==> config.mk <==
export PLATFORM = sky130hd
export DESIGN_NAME = vga_ram_write_arb
export DESIGN_NICKNAME = d
export VERILOG_FILES = /design/src/rtl/vga_pkg.sv /design/src/rtl/vga_fill_counter.sv /design/src/rtl/vga_ram_write_arb.sv
export SDC_FILE = /design/constraint.sdc
export NUM_CORES = 1
export LEC_CHECK = 0
export BUFFER_PORTS_ARGS = -buffer_cell sky130_fd_sc_hd__clkbuf_2
export CAP_MARGIN = 20
export CORE_ASPECT_RATIO = 2
export CORE_UTILIZATION = 56
export DETAILED_ROUTE_END_ITERATION = 8
export GPL_TIMING_DRIVEN = 0
export MAX_ROUTING_LAYER = met4
export PLACE_DENSITY = 0.92
export SLEW_MARGIN = 0
export SYNTH_ARGS = -nofsm -noshare
export SYNTH_HDL_FRONTEND = slang
export SYNTH_SLANG_ARGS = --single-unit
==> constraint.sdc <==
create_clock -name clk -period 3.11 [get_ports clk]
set_clock_uncertainty 0.05 [all_clocks]
set_input_delay 0.311 -clock clk [delete_from_list [all_inputs] [get_ports clk]]
set_output_delay 0.311 -clock clk [all_outputs]
set_load 0.01 [all_outputs]
==> src/rtl/vga_pkg.sv <==
`default_nettype none
// ============================================================================
// Module      : vga_pkg
// Description : Shared defaults, FSM state encoding and text-screen geometry
//               for the VGA text-RAM write path.
// Revision    : 1.0 - initial release
// ============================================================================
package vga_pkg;

    localparam int c_ADDR_W       = 12;
    localparam int c_DATA_W       = 16;
    localparam int c_SCREEN_WORDS = 2400;  // 80 columns x 30 rows

    typedef logic [1:0] state_t;

    localparam state_t c_ST_IDLE = 2'd0;
    localparam state_t c_ST_FILL = 2'd1;
    localparam state_t c_ST_DONE = 2'd2;

endpackage
`default_nettype wire

==> src/rtl/vga_fill_counter.sv <==
`default_nettype none
// ============================================================================
// Module      : vga_fill_counter
// Description : Fill address / remaining-word register pair. The address wraps
//               modulo 2^ADDR_W; o_last flags the final word of the region.
// Revision    : 1.0 - initial release
// ============================================================================
module vga_fill_counter #(
    parameter int ADDR_W = 12
) (
    input  logic              clk,
    input  logic              rst,
    input  logic              i_load,
    input  logic [ADDR_W-1:0] i_load_addr,
    input  logic [ADDR_W:0]   i_load_len,
    input  logic              i_step,
    output logic [ADDR_W-1:0] o_cur_addr,
    output logic              o_last
);

    logic [ADDR_W-1:0] r_addr;
    logic [ADDR_W:0]   r_remaining;

    always_ff @(posedge clk) begin
        if (rst) begin
            r_addr      <= '0;
            r_remaining <= '0;
        end else if (i_load) begin
            r_addr      <= i_load_addr;
            r_remaining <= i_load_len;
        end else if (i_step) begin
            // Natural overflow of the address register gives the wrap to 0.
            r_addr      <= r_addr + ADDR_W'(1);
            r_remaining <= r_remaining - (ADDR_W+1)'(1);
        end
    end

    assign o_cur_addr = r_addr;
    assign o_last     = (r_remaining == (ADDR_W+1)'(1));

endmodule
`default_nettype wire

==> src/rtl/vga_ram_write_arb.sv <==
`default_nettype none
// ============================================================================
// Module      : vga_ram_write_arb
// Description : Arbitrates the text-RAM write port between CPU writes and a
//               hardware region fill, with bounded CPU priority during fills.
// Revision    : 1.0 - initial release
// ============================================================================
module vga_ram_write_arb
    import vga_pkg::*;
#(
    parameter int ADDR_W       = c_ADDR_W,
    parameter int DATA_W       = c_DATA_W,
    parameter int STARVE_LIMIT = 8
) (
    input  logic              clk,
    input  logic              rst,
    input  logic              cpu_req,
    input  logic [ADDR_W-1:0] cpu_addr,
    input  logic [DATA_W-1:0] cpu_wdata,
    output logic              cpu_ack,
    input  logic              fill_start,
    input  logic [ADDR_W-1:0] fill_addr,
    input  logic [ADDR_W:0]   fill_len,
    input  logic [DATA_W-1:0] fill_data,
    output logic              fill_busy,
    output logic              fill_done,
    output logic              ram_we,
    output logic [ADDR_W-1:0] ram_addr,
    output logic [DATA_W-1:0] ram_wdata
);

    localparam int                    c_STARVE_W   = $clog2(STARVE_LIMIT + 1);
    localparam logic [c_STARVE_W-1:0] c_STARVE_MAX = c_STARVE_W'(STARVE_LIMIT);

    state_t                r_state;
    state_t                w_state_next;
    logic [c_STARVE_W-1:0] r_starve_cnt;
    logic [DATA_W-1:0]     r_fill_data;
    logic [ADDR_W-1:0]     w_cur_addr;
    logic                  w_last;
    logic                  w_load;
    logic                  w_grant_fill;
    logic                  w_grant_cpu;

    // Fill wins whenever the CPU is idle or has used up its burst allowance.
    assign w_grant_fill = (r_state == c_ST_FILL) &&
                          (!cpu_req || (r_starve_cnt == c_STARVE_MAX));
    assign w_grant_cpu  = cpu_req && !w_grant_fill && !rst;
    assign cpu_ack      = w_grant_cpu;

    assign w_load    = (r_state == c_ST_IDLE) && fill_start;
    assign fill_busy = (r_state == c_ST_FILL);
    assign fill_done = (r_state == c_ST_DONE);

    vga_fill_counter #(
        .ADDR_W (ADDR_W)
    ) u_fill_counter (
        .clk         (clk),
        .rst         (rst),
        .i_load      (w_load),
        .i_load_addr (fill_addr),
        .i_load_len  (fill_len),
        .i_step      (w_grant_fill),
        .o_cur_addr  (w_cur_addr),
        .o_last      (w_last)
    );

    always_comb begin
        w_state_next = r_state;
        case (r_state)
            c_ST_IDLE: begin
                if (fill_start) begin
                    w_state_next = (fill_len != '0) ? c_ST_FILL : c_ST_DONE;
                end
            end
            c_ST_FILL: begin
                if (w_grant_fill && w_last) begin
                    w_state_next = c_ST_DONE;
                end
            end
            c_ST_DONE: w_state_next = c_ST_IDLE;
            default:   w_state_next = c_ST_IDLE;
        endcase
    end

    always_ff @(posedge clk) begin
        if (rst) begin
            r_state <= c_ST_IDLE;
        end else begin
            r_state <= w_state_next;
        end
    end

    always_ff @(posedge clk) begin
        if (rst) begin
            r_fill_data <= '0;
        end else if (w_load) begin
            r_fill_data <= fill_data;
        end
    end

    always_ff @(posedge clk) begin
        if (rst) begin
            r_starve_cnt <= '0;
        end else if (r_state != c_ST_FILL || w_grant_fill) begin
            r_starve_cnt <= '0;
        end else if (w_grant_cpu && r_starve_cnt != c_STARVE_MAX) begin
            r_starve_cnt <= r_starve_cnt + c_STARVE_W'(1);
        end
    end

    // Address and data hold their last value when no write is issued.
    always_ff @(posedge clk) begin
        if (rst) begin
            ram_we    <= 1'b0;
            ram_addr  <= '0;
            ram_wdata <= '0;
        end else if (w_grant_fill) begin
            ram_we    <= 1'b1;
            ram_addr  <= w_cur_addr;
            ram_wdata <= r_fill_data;
        end else if (w_grant_cpu) begin
            ram_we    <= 1'b1;
            ram_addr  <= cpu_addr;
            ram_wdata <= cpu_wdata;
        end else begin
            ram_we    <= 1'b0;
        end
    end

endmodule
`default_nettype wire

# Word-level counts from Yosys, hierarchy flattened

Cells that the tools add are included.
W data, S select, Z words.

Register bits: 76
Input port bits: 73
Output and inout port bits: 32
Word-level logic and storage cells: 50

Add/subtract/negate cells: 3
Equality and inequality tests: 8
Mux-type cells: 14
Reduce and logical (&&, ||, !) cells: 17

Operators with widths:

| kind                    | number |
|---|---|
| $mux W12                | 4 |
| $mux W16                | 2 |
| $mux W13                | 2 |
| $eq A13 B1 Y1 const B   | 1 |
| $reduce_bool A13 Y1     | 1 |
| $sub A13 B1 Y13 const B | 1 |
| $add A12 B1 Y12 const B | 1 |
| $logic_and A1 B1 Y1     | 6 |
| $mux W2                 | 3 |
| $add A4 B1 Y4 const B   | 1 |
| $eq A4 B4 Y1 const B    | 1 |
| $ne A2 B1 Y1 const B    | 2 |
| $ne A4 B4 Y1 const B    | 1 |
| $pmux W2 S2             | 1 |
| $reduce_bool A2 Y1      | 2 |
| $logic_not A1 Y1        | 3 |
| $eq A2 B1 Y1 const B    | 1 |
| $eq A2 B2 Y1 const B    | 1 |
| $logic_not A2 Y1        | 1 |
| $logic_or A1 B1 Y1      | 2 |
| $mux W1                 | 2 |
| $ne A2 B2 Y1 const B    | 1 |
| $reduce_and A2 Y1       | 1 |
| $reduce_or A2 Y1        | 1 |

# Logic depth before layout (Yosys ltp)

Word-level depth: 8
Gate-level depth with buffers: 9
Depth with buffers taken out: 6

# Modules after synthesis

From an unflattened synthesis, not the netlist that was laid out.

Cells, all modules: 441
Area, all modules: 3,881.2 um^2

By module, submodules not included:

| module            | instances | cells each | area an instance (um^2) | sequential area each (um^2) |
|---|---|---|---|---|
| vga_ram_write_arb | 1         | 266        | 2,454.9                 | 1,021.0 |
| vga_fill_counter  | 1         | 175        | 1,426.4                 | 500.5 |

# Worst setup path after synthesis

OpenSTA, ideal clock, no wires.

Path kind: flip-flop to flip-flop
From: reg u_fill_counter.r_remaining[0]
To: reg u_fill_counter.r_remaining[8]
Setup time: 0.074 ns
Data arrival time: 1.625 ns
Required time: 2.986 ns
Setup slack: 1.360 ns
Stages on the path, launching flop included: 7
Path buffers: 0
Clock period less this slack: 1.750 ns
Path through: dfxtp_1 -> inv_1 -> ha_1 -> nor3b_1 -> nand2_1 -> or4_1 -> a31oi_1

Word-level cells in the longest chain between the ends: 3

Ends and longest elaborated chain:

| what                   | line                   | source |
|---|---|---|
| from (decl)            | vga_fill_counter.sv:22 | `logic [ADDR_W:0] r_remaining;` |
| from (signal assigned) | vga_fill_counter.sv:30 | `r_remaining <= i_load_len;` |
| from (signal assigned) | vga_fill_counter.sv:34 | `r_remaining <= r_remaining - (ADDR_W+1)'(1);` |
| $sub A13 B1 Y13        | vga_fill_counter.sv:34 |  |
| $mux W13               | vga_fill_counter.sv:31 | `end else if (i_step) begin` |
| $mux W13               | vga_fill_counter.sv:28 | `end else if (i_load) begin` |

Every way passes these cells. The select of a mux whose other input is x is not followed.
A chain may end at the register's enable or synchronous reset.

# Worst setup path in the final report

From: reg r_starve_cnt[0]
To: out cpu_ack

Word-level cells in the longest chain between the ends: 6

Ends and longest elaborated chain:

| what                             | line                     | source |
|---|---|---|
| from (decl)                      | vga_ram_write_arb.sv:37  | `logic [c_STARVE_W-1:0] r_starve_cnt;` |
| from (signal assigned)           | vga_ram_write_arb.sv:108 | `r_starve_cnt <= r_starve_cnt + c_STARVE_W'(1);` |
| $eq A4 B4 Y1                     | vga_ram_write_arb.sv:47  | `(!cpu_req \|\| (r_starve_cnt == c_STARVE_MAX));` |
| $logic_or A1 B1 Y1               | vga_ram_write_arb.sv:47  |  |
| $logic_and A1 B1 Y1              | vga_ram_write_arb.sv:46  | `assign w_grant_fill = (r_state == c_ST_FILL) &&` |
| $logic_not A1 Y1                 | vga_ram_write_arb.sv:48  | `assign w_grant_cpu = cpu_req && !w_grant_fill && !rst;` |
| $logic_and A1 B1 Y1 (2 in a row) | vga_ram_write_arb.sv:48  |  |
| to (decl)                        | vga_ram_write_arb.sv:20  | `output logic cpu_ack,` |

Every way passes these cells.

==> metrics.yaml <==
yosys:
  synth.most_common_cell: "dfxtp_1"
  async_reset_ff_frac: 0
  synth_common_cells: "76 x dfxtp_1, 48 x nand2_1, 42 x nor2_1, 36 x a211oi_1, 34 x a21oi_1"
  synthFlopType: "dfxtp_1"
  synth_top_area_cell: "dfxtp_1"
  synth_edf_count: 0
  synthTopCellsByArea: "dfxtp_1 42%, mux2i_1 8.0%, a211oi_1 7.5%"
  ys_seq_elements: 76
  syn_area_um2: 3630
  avgSynthCellArea_um2: 8.61
  synth_compound_area_frac: 0.236
  synthCells: 421
  yosysSeqAreaShare: 0.420
  muxShareOfSynthArea: 0.0801
  synth_fp_nets: 499
  synthAdderAreaFrac: 0.0173
  yosysTopAreaCellShare: 0.420
  synth_cell_types: 54
  synthSimpleGateAreaFrac: 0.181
  synth_xor_area_frac: 0.00725
  synth_top_family_by_area: "compound AO/OA/AOI/OAI gates"
  ys_warn_count: 0
sta:
  setup_slack_ns: 0.704
  min_period_ns: 2.41
  setup_violations: 0
  finalHoldViolations: 0
  finalSetupTns_ns: 0
  tightest_slew_ns: 0.771
  relSlewSlack: 0.486
  min_period_over_period: 0.774
  max_freq_ghz: 0.416
  slew_viol_final: 0
  rsz0062_at_grt: "false"
power_and_ir_drop:
  leakagePower_nw: 1.96
  p_per_area_nw_per_um2: 583
  ir_drop_mv: 0.547
clock_network:
  clockRootBuffer: "clkbuf_16"
  cts_max_path_buffers: 2
  ctsHoldBuffers: 0
  clk_latency_ns: 0.34
  post_cts_buffers: 0
  cts_tree: "built"
  clk_pin_slew_ns: 0.06
  cts_resized: 0
  htree_levels: 3
  numClockSinks: 76
  cts_buffers: 9
finish:
  drive_gt1_frac: 0.259
  fin_nets: 613
  fillerInstances: 509
  post-route-util: 0.726
  synthToLayoutAreaGrowth_pct: 25.3
  antenna_cells: 0
  layout.cells.non_filler: 626
  design_area_um2: 4540
setup_path:
  cp.arrival_ns: 2.04
  crit_buf_inv: 3
  r2r-end: "u_fill_counter.r_remaining[8]"
  crit_path_end_kind: "output pin"
  cp.required_ns: 2.75
  crit_family: "buffers and inverters"
  critPathKind: "flop to output pin"
  crit_slowest_cell: "clkbuf_1"
  start_kind: "flop"
  r2r_setup_slack_ns: 0.91
  startpoint: "r_starve_cnt[0]"
  path_cells: "inv_1 > ha_1 > nand3b_4 > a21oi_2 > clkbuf_1 > nor3_1 > clkbuf_2"
  reg2reg_depth: 6
  cpPeakStageDelay_ns: 0.41
  crit_fanout: 10
  r2r-start: "u_fill_counter.r_remaining[0]"
run_status:
  status: "finished clean"
global_route:
  grt_use_total: 0.357
  antenna_found_initial: 0
  grt_pass1_vias: 3736
  grt-ovfl-total: 0
  grt_max_degree: 14
  grt_pass1_wl_um: 17500
detailed_routing:
  drt-pass1-iter-count: 6
  vias: 3791
  drc_errors: 0
  ant_nets: 0
  drt_iter0_markers: 288
  finalWirelength_um: 11100
  wl_per_cell_um: 17.7
  vias_per_cell: 6.06
place:
  place_area_um2: 4250
  dp.cells: 610
  place_ws_ns: 0.949
  dp_hpwl_um: 8120
  finalWeightedCongestion: 0.949
  port_buffers: 103
die:
  num_rows: 41
  die-width_um: 58.9
  ios: 105
  dieArea_um2: 6820
  fp.dieH_um: 116
  core_area_um2: 6260
  start_util: 0.579
worst_hold_path:
  hold_path_class: "input pin to flop"
  min_from: "fill_data[13]"
  holdPathStages: 3
  min_to: "r_fill_data[13]"
run:
  drv_cap: 0
[cell type report]
class / count / area, um2 / share of cell area
clock inverters: 6 / 65.1 / 0.0143
repair buffers: 103 / 515 / 0.113
clock buffers: 10 / 229 / 0.0504
inverters: 15 / 57.6 / 0.0127
flip-flops and latches: 76 / 1520 / 0.335
well taps: 86 / 108 / 0.0237
plain buffers: 32 / 155 / 0.0342
multi-input cells: 298 / 1890 / 0.416
[per-layer routing]
layer | vias to the layer above | track usage | share of wire
met5 | - | - | 0
met4 | 0 | 0.251 | 0.061
met3 | 62 | 0.0525 | 0.060
met2 | 182 | 0.623 | 0.54
met1 | 1783 | 0.348 | 0.34
li1 | 1764 | - | -
[state kept, by name (all words and copies together) (netlist names)]
name                        flops
r_state                         2
u_fill_counter.o_cur_addr      12
u_fill_counter.r_remaining     13
ram_wdata                      16
r_starve_cnt                    4
r_fill_data                    16
ram_addr                       12
ram_we                          1
[cells in the final DEF (no fill, tap or decap), types with 2 or more instances in the layout]
cell,Yosys,final
a211oi_1,36,36
a21oi_1,34,34
a221oi_1,3,3
a222oi_1,2,2
a22oi_1,6,6
a31oi_1,5,5
a32oi_1,4,4
and3b_1,2,2
buf_1,3,3
buf_2,10,10
buf_6,3,3
clkbuf_1,16,17
clkbuf_16,0,9
clkbuf_2,0,103
clkinv_2,1,3
clkinv_4,0,2
dfxtp_1,76,76
ha_1,5,5
inv_1,14,14
mux2i_1,29,29
nand2_1,48,48
nand2b_1,3,3
nand3_1,7,7
nand4_1,3,3
nor2_1,42,42
nor3_1,10,10
nor4_1,4,4
o21a_1,3,3
o21ai_0,9,9
o22ai_1,2,2
o311ai_0,5,5
o31a_1,3,3
or2_0,3,3
or3_1,2,2
or4_1,5,5
xnor2_1,2,2
[cells by family after synthesis]
logic type / after synthesis
simple gates: 137
compound gates: 124
flops: 76
buf+inv: 47
mux: 29
fa+ha+maj: 5
xor+xnor: 3
[metrics by stage]
step,hold slack (ns),power [W]
3_3_place_gp,0.390,0.00160
3_5_place_dp,0.398,0.00162
2_1_floorplan,0.380,0.00143
4_1_cts,0.137,0.00264
5_1_grt,0.153,0.00275
6_report,0.139,0.00265
[power by group]
group	switching [W]	internal, W
registers	0.0000662	0.00106
clock network	0.000413	0.000621
logic	0.000289	0.000200
total	0.000769	0.00188
[worst max-delay path by stage]
stage,end,slack (ns),cells past startpoint
4_1_cts,cpu_ack,0.72,7
3_3_place_gp,u_fill_counter.r_remaining[8],0.90,6
2_1_floorplan,u_fill_counter.r_remaining[8],1.36,6
3_5_place_dp,u_fill_counter.r_remaining[8],0.95,6
5_1_grt,cpu_ack,0.60,7
6_report,cpu_ack,0.70,7
[worst register-to-register path, delay by kind of cell (launching register included)]
| family | cells | cell delay, ns |
|---|---|---|
| simple gates | 3 | 1.30 |
| flops | 1 | 0.36 |
| fa+ha+maj | 1 | 0.21 |
| compound gates | 1 | 0.13 |
| buf+inv | 1 | 0.08 |
Note: power is estimated with default switching activity, not from simulation.
